==> src/rtl/decode_pkg.sv <==
// Shared types for the decode stage: instruction classes, RV32I opcodes and
// the opcode-to-class mapping.
package decode_pkg;

    typedef enum logic [3:0] {
        NOP     = 4'd0,
        LOAD    = 4'd1,
        STORE   = 4'd2,
        ALU     = 4'd3,
        UPPER   = 4'd4,
        BRANCH  = 4'd5,
        JUMP    = 4'd6,
        SYSTEM  = 4'd7,
        INVALID = 4'd8
    } i_class_t;

    localparam logic [6:0] OP_LOAD   = 7'h03;
    localparam logic [6:0] OP_STORE  = 7'h23;
    localparam logic [6:0] OP_ALU_I  = 7'h13;
    localparam logic [6:0] OP_ALU_R  = 7'h33;
    localparam logic [6:0] OP_LUI    = 7'h37;
    localparam logic [6:0] OP_AUIPC  = 7'h17;
    localparam logic [6:0] OP_BRANCH = 7'h63;
    localparam logic [6:0] OP_JAL    = 7'h6F;
    localparam logic [6:0] OP_JALR   = 7'h67;
    localparam logic [6:0] OP_SYSTEM = 7'h73;
    localparam logic [6:0] OP_FENCE  = 7'h0F;

    function automatic i_class_t classify(input logic [6:0] opcode);
        case (opcode)
            OP_LOAD:            return LOAD;
            OP_STORE:           return STORE;
            OP_ALU_I, OP_ALU_R: return ALU;
            OP_LUI, OP_AUIPC:   return UPPER;
            OP_BRANCH:          return BRANCH;
            OP_JAL, OP_JALR:    return JUMP;
            OP_SYSTEM:          return SYSTEM;
            OP_FENCE:           return NOP;
            default:            return INVALID;
        endcase
    endfunction

endpackage

==> src/rtl/decode_imm_gen.sv <==
// Combinational immediate extraction: picks the I/S/B/U/J layout from the
// opcode and sign-extends to 32 bits; R-type, fence and unknown opcodes give 0.
module imm_gen
    import decode_pkg::*;
(
    input  logic [31:0] instruction,
    output logic [31:0] imm
);

    always_comb begin
        imm = '0;
        case (instruction[6:0])
            OP_LOAD, OP_ALU_I, OP_JALR, OP_SYSTEM:
                imm = {{20{instruction[31]}}, instruction[31:20]};
            OP_STORE:
                imm = {{20{instruction[31]}}, instruction[31:25], instruction[11:7]};
            OP_BRANCH:
                imm = {{19{instruction[31]}}, instruction[31], instruction[7],
                       instruction[30:25], instruction[11:8], 1'b0};
            OP_LUI, OP_AUIPC:
                imm = {instruction[31:12], 12'b0};
            OP_JAL:
                imm = {{11{instruction[31]}}, instruction[31], instruction[19:12],
                       instruction[20], instruction[30:21], 1'b0};
            default:
                imm = '0;
        endcase
    end

endmodule

==> src/rtl/decode.sv <==
// RV32I decode stage: registers the decoded fields for execute and raises a
// combinational bubble when the presented instruction consumes the prior load.
module decode
    import decode_pkg::*;
(
    input  logic        clk,
    input  logic        reset,
    input  logic        jump,
    input  logic [31:0] instruction,
    input  logic [31:0] NPC_in,
    input  logic [3:0]  tag_in,
    output logic        bubble,
    output logic        valid,
    output i_class_t    i_class,
    output logic [2:0]  funct3,
    output logic        alt,
    output logic [4:0]  rs1,
    output logic [4:0]  rs2,
    output logic [4:0]  rd,
    output logic [31:0] imm,
    output logic [31:0] NPC_out,
    output logic [3:0]  tag_out
);

    logic [4:0]  last_load_rd_reg;
    logic [6:0]  opcode;
    logic [4:0]  rs1_field;
    logic [4:0]  rs2_field;
    logic [4:0]  rd_field;
    logic [31:0] imm_next;
    i_class_t    class_next;
    logic        reads_rs1;
    logic        reads_rs2;
    logic        hazard;

    assign opcode     = instruction[6:0];
    assign rs1_field  = instruction[19:15];
    assign rs2_field  = instruction[24:20];
    assign rd_field   = instruction[11:7];
    assign class_next = classify(opcode);

    // JAL has no rs1, unlike JALR, so it is excluded by opcode rather than class.
    assign reads_rs1 = !(class_next == UPPER || class_next == NOP || opcode == OP_JAL);
    assign reads_rs2 = (class_next == STORE) || (class_next == BRANCH) || (opcode == OP_ALU_R);

    assign hazard = (last_load_rd_reg != 5'd0) &&
                    ((reads_rs1 && rs1_field == last_load_rd_reg) ||
                     (reads_rs2 && rs2_field == last_load_rd_reg));
    assign bubble = hazard && !jump;

    imm_gen u_imm_gen (
        .instruction (instruction),
        .imm         (imm_next)
    );

    always_ff @(posedge clk) begin
        if (!reset || jump || hazard) begin
            valid            <= 1'b0;
            i_class          <= NOP;
            funct3           <= '0;
            alt              <= 1'b0;
            rs1              <= '0;
            rs2              <= '0;
            rd               <= '0;
            imm              <= '0;
            NPC_out          <= '0;
            tag_out          <= '0;
            last_load_rd_reg <= '0;
        end else begin
            valid            <= 1'b1;
            i_class          <= class_next;
            funct3           <= instruction[14:12];
            alt              <= instruction[30];
            rs1              <= rs1_field;
            rs2              <= rs2_field;
            rd               <= rd_field;
            imm              <= imm_next;
            NPC_out          <= NPC_in;
            tag_out          <= tag_in;
            last_load_rd_reg <= (class_next == LOAD) ? rd_field : 5'd0;
        end
    end

endmodule

==> config.mk <==
export PLATFORM = sky130hd
export DESIGN_NAME = decode
export DESIGN_NICKNAME = d
export VERILOG_FILES = /design/src/rtl/decode_pkg.sv /design/src/rtl/decode_imm_gen.sv /design/src/rtl/decode.sv
export SDC_FILE = /design/constraint.sdc
export NUM_CORES = 1
export LEC_CHECK = 0
export ABC_CLOCK_PERIOD_IN_PS = 1900
export BUFFER_PORTS_ARGS = -buffer_cell sky130_fd_sc_hd__buf_4
export CORE_MARGIN = 2
export CORE_UTILIZATION = 41
export DETAILED_ROUTE_END_ITERATION = 12
export GPL_TIMING_DRIVEN = 1
export MAX_ROUTING_LAYER = met4
export PLACE_DENSITY = 0.74
export SLEW_MARGIN = 25
export SYNTH_ARGS = -nofsm -noshare
export SYNTH_HDL_FRONTEND = slang
export SYNTH_SLANG_ARGS = --single-unit
==> constraint.sdc <==
create_clock -name clk -period 1.9 [get_ports clk]
set_input_delay 0.095 -clock clk [delete_from_list [all_inputs] [get_ports clk]]
set_output_delay 0.095 -clock clk [all_outputs]
set_load 0.02 [all_outputs]
# Yosys cells after proc, flatten, opt, wreduce, memory -nomap -nowiden
# Index checks and enable logic that the tools add are counted.
dict set report word_totals {
  register_bits 97
  latch_bits 0
  ram_bits 0
  mem_bits_ro 0
  input_bits 71
  elab_cells 53
  mem_count 0
}
dict set report classes {
  addsub 0
  multipliers 0
  div 0
  order_cmp 0
  eq_ne 17
  n_shift 0
  muxes 3
  bitwise_logic 1
  reduce_logical 21
}
# cell count
set ops {}
lappend ops {{32-bit one-hot mux with 5 select lines} 1}
lappend ops {{4-bit one-hot mux with 8 select lines} 1}
lappend ops {{7-bit == test (second input constant)} 4}
lappend ops {{7-bit by 6-bit == test with 1-bit output (second input constant)} 3}
lappend ops {{7-bit by 5-bit == test with 1-bit output (second input constant)} 2}
lappend ops {{5-bit == test} 2}
lappend ops {{4-bit by 3-bit == test with 1-bit output (second input constant)} 2}
lappend ops {{2-bit OR reduction} 4}
lappend ops {{7-bit by 2-bit == test with 1-bit output (second input constant)} 1}
lappend ops {{7-bit by 4-bit == test with 1-bit output (second input constant)} 1}
lappend ops {{1-bit logical OR} 7}
lappend ops {{5-bit nonzero test} 1}
lappend ops {{4-bit by 1-bit == test with 1-bit output (second input constant)} 1}
lappend ops {{4-bit by 2-bit == test with 1-bit output (second input constant)} 1}
lappend ops {{1-bit logical AND} 4}
lappend ops {{4-bit logical NOT} 1}
lappend ops {{4-bit OR reduction} 1}
lappend ops {{1-bit logical NOT} 3}
lappend ops {{1-bit two-way mux} 1}
lappend ops {{1-bit inverter} 1}

# Depth between registers and ports, before layout
dict set report depth {
  word_depth 12
  ltp_mapped 8
  depth_no_buf 5
}

# Cells and area by module
# A second synthesis with hierarchy kept.
dict set report hier_totals {
  cells_unflattened 350
  hier_area_um2 3584.7
}
# mod n_inst cells_each area_per_inst_um2 seq_area_each_um2
set modules_own_cells {}
lappend modules_own_cells {decode 1 268 3026.7 1941.9}
lappend modules_own_cells {imm_gen 1 82 558.0 0.0}

# Worst setup path before layout
# OpenSTA, ideal clock, no wires.
dict set report synth_timing {
  kind {register to register}
  from {reg last_load_rd_reg[1]}
  to {reg imm[15]}
  setup_ns 0.076
  arrival_ns 1.790
  required_ns 1.824
  setup_slack_ns 0.034
  path_stages_with_launch 7
  n_path_buf 1
  period_less_slack_ns 1.866
  path_cell_list {dfxtp_1 -> or4_1 -> nor2_1 -> nor4_1 -> nor4b_4 -> clkbuf_2 -> a21boi_0}
}
dict set report synth_via {
  elab_chain_cells 5
  word_cells_on_any_way 8
  classes_between {eq/ne: 2; reduce/logical: 6}
}
# item line
set synth_lines {}
lappend synth_lines {{start, declared} decode.sv:25} ;# logic [4:0] last_load_rd_reg;
lappend synth_lines {{start signal, assigned} decode.sv:80} ;# last_load_rd_reg <= (class_next == LOAD) ? rd_field : 5'd0;
lappend synth_lines {{5-bit == test, on equally long branches} {decode.sv:47, decode.sv:48}}
lappend synth_lines {{1-bit logical AND, on equally long branches} {decode.sv:47, decode.sv:48}}
lappend synth_lines {{1-bit logical OR} decode.sv:47} ;# ((reads_rs1 && rs1_field == last_load_rd_reg) ||
lappend synth_lines {{1-bit logical AND (*)} decode.sv:46} ;# assign hazard = (last_load_rd_reg != 5'd0) &&
lappend synth_lines {{1-bit logical OR (*)} decode.sv:57} ;# if (!reset || jump || hazard) begin
lappend synth_lines {{end signal, assigned} decode.sv:77} ;# imm <= imm_next;
lappend synth_lines {{end, declared} decode.sv:20} ;# output logic [31:0] imm,
# Every way passes the cells marked *; elsewhere a longest branch is shown, timed or not.
# A chain may end at the register's enable or synchronous reset.

# Worst setup path in the final report
dict set report layout_timing {
  from {reg last_load_rd_reg[1]}
  to {reg last_load_rd_reg[1]}
}
dict set report layout_via {
  elab_chain_cells 6
  word_cells_on_any_way 9
  classes_between {eq/ne: 2; reduce/logical: 7}
}
# item line
set layout_lines {}
lappend layout_lines {{5-bit == test, on equally long branches} {decode.sv:47, decode.sv:48}}
lappend layout_lines {{1-bit logical AND, on equally long branches} {decode.sv:47, decode.sv:48}}
lappend layout_lines {{1-bit logical OR} decode.sv:47}
lappend layout_lines {{1-bit logical AND (*)} decode.sv:46}
lappend layout_lines {{1-bit logical OR (*)} decode.sv:57}
lappend layout_lines {{2-bit OR reduction (no line) (*)} n/a}
# Marks and branches as above.

==> impl_metrics.tcl <==
set metrics [dict create \
    run_status "finished with violations" \
    failing_checks "setup timing" \
    reg_top3 "NPC_out (32), imm (32)" \
    internal_power_uw 2940 \
    critical_path.n_buffers_inverters 2 \
    p_leak_uw 0.00254 \
    critical_path_peak_fanout 9 \
    finalHoldViolCount 0 \
    floorplan.initialDensity_pct 42.7 \
    yosys_warnings 0 \
    syn_inst 320 \
    layout.cells.most_common "buf_4" \
    placed_cells_incl_taps 586 \
    nets 628 \
    die_height_um 94.0 \
    mostFrequentLayoutCells "buf_4, dfxtp_1, dlygate4sd3_1, and2_1, nand2_1" \
    drt-wirelength-per-cell_um 15.0 \
    timing.critical_path.max_delay_family "simple AND/OR/NAND/NOR gates" \
    antenna_found_initial 0 \
    finalSetupViolCount 50 \
    grt_pass1_vias 3115 \
    placement_rows 32 \
    numCtsBuffers 9 \
    routed_wl_mm 9.99 \
    grtUsageTotal_pct 23.4 \
    edff_count_synth 0 \
    cts_tree "done" \
    crit_type "reg -> reg" \
    final.min_clock_period_ns 2.01 \
    fin_ws_ns -0.114 \
    cts_sinks 97 \
    io_buffer_count 163 \
    synth_sequential_area_ratio_pct 58.5 \
    io-pin-count 164 \
    critPathRequiredTime_ns 2.19 \
    synth_area_mm2 0.00332 \
    ant_nets 0 \
    route.detailed.drc 0 \
    slowest_stage "or4_4" \
    worst_ep_arrival_time_ns 2.31 \
    post_detailed_route_via_to_cell_ratio 4.68 \
    layoutNonFillerInstCount 665 \
    p_sw_uw 993 \
    timing.fmax_mhz 496 \
    dpl.hpwl_mm 6.34 \
    worstSetupStartpointType "flip-flop" \
    hold_path_class "in -> reg" \
    power_switching_share_pct 25.3 \
    clkSlewWorstSetupHoldPaths_ns 0.10 \
    postSynthRegisterBits 97 \
    fin_crit_sh_pct 106 \
    final_layout_size_suffix_gt1_share_pct 41.2 \
    cts_buffer_depth 2 \
    power.density_cell_area_mw_per_mm2 693 \
    via_total_after_detailed_routing 3109 \
    grt_pass1_wl_mm 15.4 \
    synth_async_sr_flop_share_pct 0 \
    globalplace.congestion 0.803 \
    clock_latency_ns 0.36 \
    pwr-share-clk_pct 31.3 \
    drt_iter0_markers 114 \
    synth_top_flop_cell "dfxtp_1" \
    timing.critical_path.cells "or4_4 -> nor2_4 -> nor4_2 -> nor4b_4 -> buf_6 -> bufbuf_16 -> and3_1" \
    clock-root-buffer "clkbuf_8" \
    cts.htree.levels 3 \
    syn_area_per_cell_um2 10.4 \
    timing.critical_path.slowest_cell_delay_ns 0.54 \
    pwr-share-seq_pct 53.4 \
    core_mm2 0.00777 \
    synth_cell_types 41 \
    skew_ns 0.0132 \
    overflow 0 \
    die_x_um 94.0 \
    comb_power_share_pct 15.2 \
    fin_area_mm2 0.00567 \
    ir_drop_mv 0.401 \
    number_of_max_cap_violations 0 \
    final_core_util_pct 73.0 \
    area_growth_from_synthesis_to_final_layout_pct 70.9 \
    rsz0062_at_grt "yes" \
    maxSlewViolCount 0 \
    synth_nets 391 \
    grt_start_max_net_pins 32 \
    dieArea_mm2 0.00883 \
    drt_pre_antenna_iters 4 \
    dpl-instance-area_mm2 0.00471 \
    relSlewSlack_pct 58.2 \
    worstMarginPinSlew_ns 0.625 \
    setup.worst_path.end_class "flip-flop" \
]
## layer usage
metal / global-route usage, % / routed length [um]
met5: - / 0
met4: 9.42 / 173
met3: 3.61 / 468
met2: 42.7 / 5480
met1: 25.2 / 3870
## final timing paths
path	cells after the start	to	start	slack, ns
hold reg to reg	5	valid	last_load_rd_reg[0]	1.20
setup reg to reg	7	last_load_rd_reg[1]	last_load_rd_reg[1]	-0.11
setup / recovery	7	last_load_rd_reg[1]	last_load_rd_reg[1]	-0.11
hold / removal	3	imm[18]	instruction[18]	0.01
## power groups by stage
stage | sequential, uW | clock, uW | combinational, uW
2_1_floorplan | 2220 | 0 | 143
3_3_place_gp | 2150 | 0 | 455
3_5_place_dp | 2150 | 0 | 462
4_1_cts | 2100 | 1250 | 589
5_1_grt | 2110 | 1330 | 642
6_report | 2100 | 1230 | 600
## tightest hold or removal path, delay by kind of cell
family | cells | cell delay (ns)
buffers and inverters | 1 | 0.12
AO/OA/AOI/OAI | 1 | 0.05
AND/OR/NAND/NOR | 1 | 0.06
## cells by family after synthesis
group                    after synthesis  share of synthesized area, %
AO/OA/AOI/OAI                         40                          8.52
flip-flops                            97                          58.5
XOR/XNOR                              11                          2.90
adder cells (fa/ha/maj)                1                         0.302
AND/OR/NAND/NOR                      150                          26.2
buffers and inverters                 21                          3.62
## metrics by stage
step / worst slack, ns / power [uW] / hold WS [ns] / TNS [ns]
finish: -0.114 / 3930 / 0.0135 / -1.74
global route: -0.186 / 4070 / 0.0130 / -9.58
CTS: -0.0834 / 3940 / 0.00262 / -1.12
detailed placement: -0.210 / 2610 / 0.299 / -14.19
global placement: -0.0868 / 2600 / 0.296 / -1.93
floorplan: 0.0344 / 2360 / 0.217 / 0
## timing repair
action / in CTS / in global routing
pin swaps: 1 / 0
hold buffers: 59 / 0
gates resized for setup: 42 / 9
hold endpoints to repair: 69 / 0
gates cloned: 2 / 0
setup buffers: 1 / 0
setup endpoints to repair: 97 / 97
## cells in the mapped netlist, types with 4 or more instances
master,n,area (um^2)
a21boi_0,14,105
a21boi_1,6,45.0
a21oi_1,4,20.0
a22oi_1,4,30.0
and2_1,55,344
and3_1,14,87.6
buf_6,5,56.3
clkbuf_1,10,37.5
dfxtp_1,97,1940
nand2_1,32,120
nand3_1,8,40.0
nor2_1,12,45.0
nor2b_1,8,50.1
nor4_1,5,31.3
o21ai_0,4,20.0
xnor2_1,10,87.6
## area by class of cell
| cell class | instances | area, um^2 |
|---|---|---|
| clock inverters | 5 | 40.0 |
| well taps | 102 | 128 |
| flip-flops and latches | 97 | 1940 |
| fillers | 555 | 2100 |
| inverters | 3 | 11.3 |
| clock buffers | 10 | 138 |
| diodes | 2 | 5.00 |
| multi-input cells | 202 | 1360 |
| repair buffers | 244 | 2040 |
Power figures use the tool's default switching activity.
